--- src/rtl/imem_loader.sv ---
// imem_loader: boot-time loader that streams bytes into instruction memory.
// Stream: count lo, count hi (N words), then N*4 data bytes, little-endian per word.
// The core is held in synchronous reset until a load completes successfully.
// Optional feature: define IMEM_LOADER_CHECKSUM_EN to require a trailing checksum
// byte that makes the 8-bit sum of all data bytes plus itself equal to zero.
module imem_loader #(
  parameter int unsigned DEPTH  = 64,
  parameter int unsigned ADDR_W = $clog2(DEPTH)
) (
  input  logic              i_clk,
  input  logic              i_arstn,
  input  logic              i_start,
  input  logic              i_byteValid,
  input  logic [7:0]        i_byte,
  output logic              o_byteReady,
  output logic              o_wrEn,
  output logic [ADDR_W-1:0] o_wrAddr,
  output logic [31:0]       o_wrData,
  output logic              o_coreSrst,
  output logic              o_busy,
  output logic              o_done,
  output logic              o_error
);

  localparam logic [2:0] ST_IDLE   = 3'd0;
  localparam logic [2:0] ST_CNT_LO = 3'd1;
  localparam logic [2:0] ST_CNT_HI = 3'd2;
  localparam logic [2:0] ST_DATA   = 3'd3;
`ifdef IMEM_LOADER_CHECKSUM_EN
  localparam logic [2:0] ST_CHECK  = 3'd4;
`endif
  localparam logic [2:0] ST_DONE   = 3'd5;
  localparam logic [2:0] ST_ERROR  = 3'd6;

  localparam logic [15:0] MAX_WORDS = 16'(DEPTH);

  logic [2:0]        state_q, state_d;
  // Set for the single cycle the final write is on the bus; DONE follows it.
  logic              fin_q, fin_d;
  logic [15:0]       count_q, count_d;
  logic [15:0]       wcnt_q, wcnt_d;
  logic [1:0]        bcnt_q, bcnt_d;
  logic [23:0]       word_q, word_d;
  logic              wr_en_d;
  logic [ADDR_W-1:0] wr_addr_d;
  logic [31:0]       wr_data_d;
  logic              busy_d;
  logic              accept;
  logic [15:0]       n_words;
`ifdef IMEM_LOADER_CHECKSUM_EN
  logic [7:0]        sum_q, sum_d;
  logic [7:0]        chk;
`endif

  assign accept = i_byteValid & o_byteReady;

  // Next-state logic: handshake, count decode, word assembly and write issue.
  always_comb begin
    state_d   = state_q;
    fin_d     = fin_q;
    count_d   = count_q;
    wcnt_d    = wcnt_q;
    bcnt_d    = bcnt_q;
    word_d    = word_q;
    wr_en_d   = 1'b0;
    wr_addr_d = o_wrAddr;
    wr_data_d = o_wrData;
    n_words   = {i_byte, count_q[7:0]};
`ifdef IMEM_LOADER_CHECKSUM_EN
    sum_d     = sum_q;
    chk       = sum_q + i_byte;
`endif
    case (state_q)
      ST_IDLE, ST_DONE, ST_ERROR: begin
        if (i_start) begin
          state_d   = ST_CNT_LO;
          fin_d     = 1'b0;
          wcnt_d    = '0;
          bcnt_d    = '0;
          word_d    = '0;
          wr_addr_d = '0;
`ifdef IMEM_LOADER_CHECKSUM_EN
          sum_d     = '0;
`endif
        end
      end
      ST_CNT_LO: begin
        if (accept) begin
          count_d[7:0] = i_byte;
          state_d      = ST_CNT_HI;
        end
      end
      ST_CNT_HI: begin
        if (accept) begin
          count_d[15:8] = i_byte;
          if (n_words == 16'd0 || n_words > MAX_WORDS) begin
            state_d = ST_ERROR;
          end else begin
            state_d = ST_DATA;
          end
        end
      end
      ST_DATA: begin
        if (fin_q) begin
          fin_d   = 1'b0;
          state_d = ST_DONE;
        end else if (accept) begin
`ifdef IMEM_LOADER_CHECKSUM_EN
          sum_d  = sum_q + i_byte;
`endif
          bcnt_d = bcnt_q + 2'd1;
          case (bcnt_q)
            2'd0:    word_d[7:0]   = i_byte;
            2'd1:    word_d[15:8]  = i_byte;
            2'd2:    word_d[23:16] = i_byte;
            default: begin
              wr_en_d   = 1'b1;
              wr_addr_d = wcnt_q[ADDR_W-1:0];
              wr_data_d = {i_byte, word_q};
              wcnt_d    = wcnt_q + 16'd1;
              if (wcnt_d == count_q) begin
`ifdef IMEM_LOADER_CHECKSUM_EN
                state_d = ST_CHECK;
`else
                fin_d   = 1'b1;
`endif
              end
            end
          endcase
        end
      end
`ifdef IMEM_LOADER_CHECKSUM_EN
      ST_CHECK: begin
        if (accept) begin
          state_d = (chk == 8'd0) ? ST_DONE : ST_ERROR;
        end
      end
`endif
      default: state_d = ST_IDLE;
    endcase
    busy_d = (state_d != ST_IDLE) && (state_d != ST_DONE) && (state_d != ST_ERROR);
  end

  // State and registered outputs; all outputs decode from next state.
  always_ff @(posedge i_clk or negedge i_arstn) begin
    if (!i_arstn) begin
      state_q     <= ST_IDLE;
      fin_q       <= 1'b0;
      count_q     <= '0;
      wcnt_q      <= '0;
      bcnt_q      <= '0;
      word_q      <= '0;
`ifdef IMEM_LOADER_CHECKSUM_EN
      sum_q       <= '0;
`endif
      o_byteReady <= 1'b0;
      o_wrEn      <= 1'b0;
      o_wrAddr    <= '0;
      o_wrData    <= '0;
      o_coreSrst  <= 1'b1;
      o_busy      <= 1'b0;
      o_done      <= 1'b0;
      o_error     <= 1'b0;
    end else begin
      state_q     <= state_d;
      fin_q       <= fin_d;
      count_q     <= count_d;
      wcnt_q      <= wcnt_d;
      bcnt_q      <= bcnt_d;
      word_q      <= word_d;
`ifdef IMEM_LOADER_CHECKSUM_EN
      sum_q       <= sum_d;
`endif
      o_byteReady <= busy_d & ~fin_d;
      o_wrEn      <= wr_en_d;
      o_wrAddr    <= wr_addr_d;
      o_wrData    <= wr_data_d;
      o_coreSrst  <= (state_d != ST_DONE);
      o_busy      <= busy_d;
      o_done      <= (state_d == ST_DONE);
      o_error     <= (state_d == ST_ERROR);
    end
  end

endmodule

--- config.mk ---
export PLATFORM = sky130hd
export DESIGN_NAME = imem_loader
export DESIGN_NICKNAME = d
export VERILOG_FILES = /design/src/rtl/imem_loader.sv
export SDC_FILE = /design/constraint.sdc
export NUM_CORES = 1
export LEC_CHECK = 0
export CORE_MARGIN = 2
export CORE_UTILIZATION = 31
export CTS_CLUSTER_SIZE = 24
export DETAILED_ROUTE_END_ITERATION = 12
export PLACE_DENSITY = 0.45
export SLEW_MARGIN = 0
export SYNTH_ARGS = -nofsm -noshare
export SYNTH_HDL_FRONTEND = slang
export SYNTH_SLANG_ARGS = --single-unit
--- constraint.sdc ---
create_clock -name i_clk -period 3.08 [get_ports i_clk]
set_clock_uncertainty 0.2 [all_clocks]
set_input_delay 0.308 -clock i_clk [delete_from_list [all_inputs] [get_ports i_clk]]
set_output_delay 0.308 -clock i_clk [all_outputs]
set_load 0.02 [all_outputs]
==> impl_metrics.py <==
metrics = {
    "run_status": {
        "status": "completed",
    },
    "drt": {
        "wl_per_cell_um": 15.97,
        "dr.pass1.iters": 4,
        "via_per_inst": 4.778,
        "vias": 3665,
        "wl_mm": 12.25,
        "drt_iter0_markers": 201,
        "route.detailed.drc": 0,
        "detail-route-antenna-nets": 0,
    },
    "sta": {
        "worst_pin_slew_ns": 0.6525,
        "setup_viol": 0,
        "finalSetupTns_ns": 0,
        "maxSlewViolCount": 0,
        "setup_ws_ns": 0.2556,
        "rsz0062_at_grt": "false",
        "final_hold_viol_count": 0,
        "relSlewSlack": 0.5616,
        "period_needed_ns": 2.824,
        "fmax_mhz": 354.1,
        "finalCritPeriodShare": 0.9170,
        "fin_worst_hold_slack_ns": 0.2739,
    },
    "cells_and_area": {
        "syn2layout_area_growth_pct": 22.48,
        "n_antenna_cell": 0,
        "drive_above_1_share": 0.1543,
        "fin_cells": 767,
        "finalNetCount": 563,
        "fin_area_um2": 6122,
    },
    "synth": {
        "avgSynthCellArea_um2": 10.16,
        "synthMuxAreaShare": 0.09387,
        "yosysSeqAreaShare": 0.5309,
        "synth_compound_area_frac": 0.1001,
        "synthAdderAreaFrac": 0.01252,
        "ys_ff_latch": 106,
        "synthSimpleGateAreaFrac": 0.1940,
        "synth_edf_count": 0,
        "synth-xor-area-share": 0.03479,
        "synth_ff_type": "dfrtp_1",
        "ys_warn_count": 0,
        "ys_types": 53,
        "synthCells": 492,
        "async_flop_share": 1.000,
        "netlist_area_um2": 4999,
        "synth_top_family_by_area": "simple AND/OR/NAND/NOR gates",
        "synth.net_count": 509,
    },
    "cts": {
        "cts_max_level": 3,
        "cts_buffers": 9,
        "clock_latency_ns": 0.35,
        "post_cts_buffers": 0,
        "cts_tree": "built",
        "cts_sinks": 106,
        "cts-root-buf": "clkbuf_16",
        "clockBufferDepth": 2,
        "clk_pin_slew_ns": 0.08,
    },
    "floorplanning": {
        "initial_core_util": 0.3158,
        "num_rows": 46,
        "num_io_pins": 56,
        "die-area_um2": 17160,
        "die_y_um": 131.0,
        "dieWidth_um": 131.0,
        "design.core.area_um2": 15830,
    },
    "power": {
        "p_sw_mw": 1.505,
        "clockPowerShare": 0.258,
        "combinationalPowerShare": 0.304,
        "seq_power_share": 0.439,
        "leakage_nw": 2.778,
        "p_sw_frac": 0.3369,
        "vdd_drop_max_uv": 288.7,
        "intPower_mw": 2.962,
        "powerDensity_nw_per_um2": 729.5,
    },
    "place": {
        "dpl.hpwl_mm": 8.429,
        "post_dp_cell_area_um2": 5814,
        "pre_cts_slack_ns": 0.2540,
        "io_buffers": 55,
        "place_inst": 750,
        "gp_congestion": 0.8534,
    },
    "critical_path": {
        "worst_setup_path_start_kind": "flop",
        "crit_slowest_cell": "or4b_1",
        "worst_setup_path_end_kind": "flop",
        "crit_arrival_ns": 2.86,
        "slowest_delay_ns": 0.53,
        "critPathMaxFanout": 7,
        "crit_type": "flop to flop",
        "critPathRequiredTime_ns": 3.12,
        "crit_chain": "ha_1 -> nand3_2 -> o21ai_2 -> or3b_1 -> a2111oi_0 -> or4b_1 -> and3_1",
    },
    "global_routing": {
        "grt_start_max_net_pins": 70,
        "antenna_found_initial": 0,
        "grt.overflow.total": 0,
        "grt_first_pass_wirelength_mm": 20.27,
        "grt_usage": 0.1536,
        "grt_pass1_vias": 3706,
    },
    "hold_path": {
        "min_path_type": "flop to flop",
    },
    "job": {
        "drv_cap": 0,
    },
}
-- critical path: cells and delay by family, from the launching register on --
| kind | cells | cell delay (ns) |
|---|---|---|
| fa+ha+maj | 1 | 0.29 |
| compound gates | 2 | 0.52 |
| flops | 1 | 0.45 |
| simple gates | 4 | 1.27 |
-- path summary, 6_finish.rpt --
kind                              start           end  slack [ns]  depth (start not counted)
min in group asynchronous       i_arstn       o_error        0.28                          2
max in group asynchronous       i_arstn    word_q[19]        1.65                          3
max                           wcnt_q[1]   o_byteReady        0.26                          7
max reg2reg                   wcnt_q[1]   o_byteReady        0.26                          7
min reg2reg                o_wrData[30]  o_wrData[30]        0.27                          2
min                        o_wrData[30]  o_wrData[30]        0.27                          2
-- final cells by class --
cell class / instances / area [µm²]
clock inverters: 5 / 45.04
multi-input cells: 349 / 2176
fillers: 1568 / 9706
flip-flops and latches: 106 / 2654
well taps: 216 / 270.3
repair buffers: 73 / 698.2
inverters: 7 / 26.28
clock buffers: 11 / 252.7
-- state kept, by name, indices dropped and copies added, names as in the netlist, 2 cells and up --
register	flops
state_q	3
o_wrData	32
wcnt_q	16
bcnt_q	2
count_q	16
word_q	24
o_wrAddr	6
-- kinds of logic after synthesis --
| family | after synthesis |
|---|---|
| AO/OA/AOI/OAI | 79 |
| XOR/XNOR | 19 |
| adder cells (fa/ha/maj) | 5 |
| buffers and inverters | 37 |
| flip-flops | 106 |
| multiplexers | 42 |
| AND/OR/NAND/NOR | 204 |
-- what timing repair did --
| item | in CTS | in global routing |
|---|---|---|
| hold endpoints to repair | 36 | 0 |
| resized for setup | 0 | 0 |
| hold buffers | 1 | 0 |
-- Yosys cell counts (4+ instances only) --
cell      number  area share
nand2_1      122       0.092
dfrtp_1      105        0.53
mux2_2        39       0.088
o21ai_0       36       0.036
clkbuf_1      18       0.014
nor2_1        14       0.011
and2_1        10       0.013
nand3_1       10       0.010
xnor2_1       10       0.018
buf_2          9      0.0090
o31ai_1        8       0.012
xor2_1         8       0.014
inv_1          6      0.0045
nor3_1         6      0.0060
a21oi_1        5      0.0050
ha_1           5       0.013
nand4_1        5      0.0063
or4_1          5      0.0075
a31oi_1        4      0.0050
and3_1         4      0.0050
o211ai_1       4      0.0060
o21a_1         4      0.0060
o41ai_1        4      0.0070
-- power groups by stage --
| stage | Sequential, mW | Combinational, mW | Clock, mW |
|---|---|---|---|
| 4_1_cts | 1.96 | 1.38 | 1.20 |
| 6_report | 1.96 | 1.36 | 1.15 |
| 2_1_floorplan | 1.95 | 0.940 | 0 |
| 3_3_place_gp | 1.99 | 1.35 | 0 |
| 5_1_grt | 2.02 | 1.50 | 1.24 |
| 3_5_place_dp | 1.99 | 1.37 | 0 |
-- layer usage --
| metal | GRT usage | wire (µm) |
|---|---|---|
| met5 | 0 | 0 |
| met4 | 0.05632 | 225 |
| met3 | 0.02199 | 287 |
| met2 | 0.2420 | 5627 |
| met1 | 0.2158 | 6111 |
-- cells in the final DEF, fill, tap and decap left out, types with 3 or more instances in the layout --
cell	count
a21oi_1	5
a22o_1	3
a31oi_1	4
and2_1	10
and3_1	4
and3b_1	3
and4_1	3
buf_4	17
clkbuf_16	9
clkdlybuf4s50_1	54
dfrtp_1	105
ha_1	5
inv_1	6
mux2_2	39
mux2i_1	3
nand2_1	122
nand3_1	10
nand3b_1	3
nand4_1	5
nor2_1	14
nor2b_1	3
nor3_1	6
o211ai_1	4
o21a_1	4
o21ai_0	36
o31ai_1	8
o41ai_1	4
or4_1	5
xnor2_1	10
xor2_1	8
-- metrics by stage --
stage,power (mW),util
finish,4.466,0.3868
detailed placement,3.360,0.3674
global placement,3.341,0.3674
CTS,4.541,0.3868
global route,4.755,0.3868
floorplan,2.890,-
(Power assumes the default switching activity.)
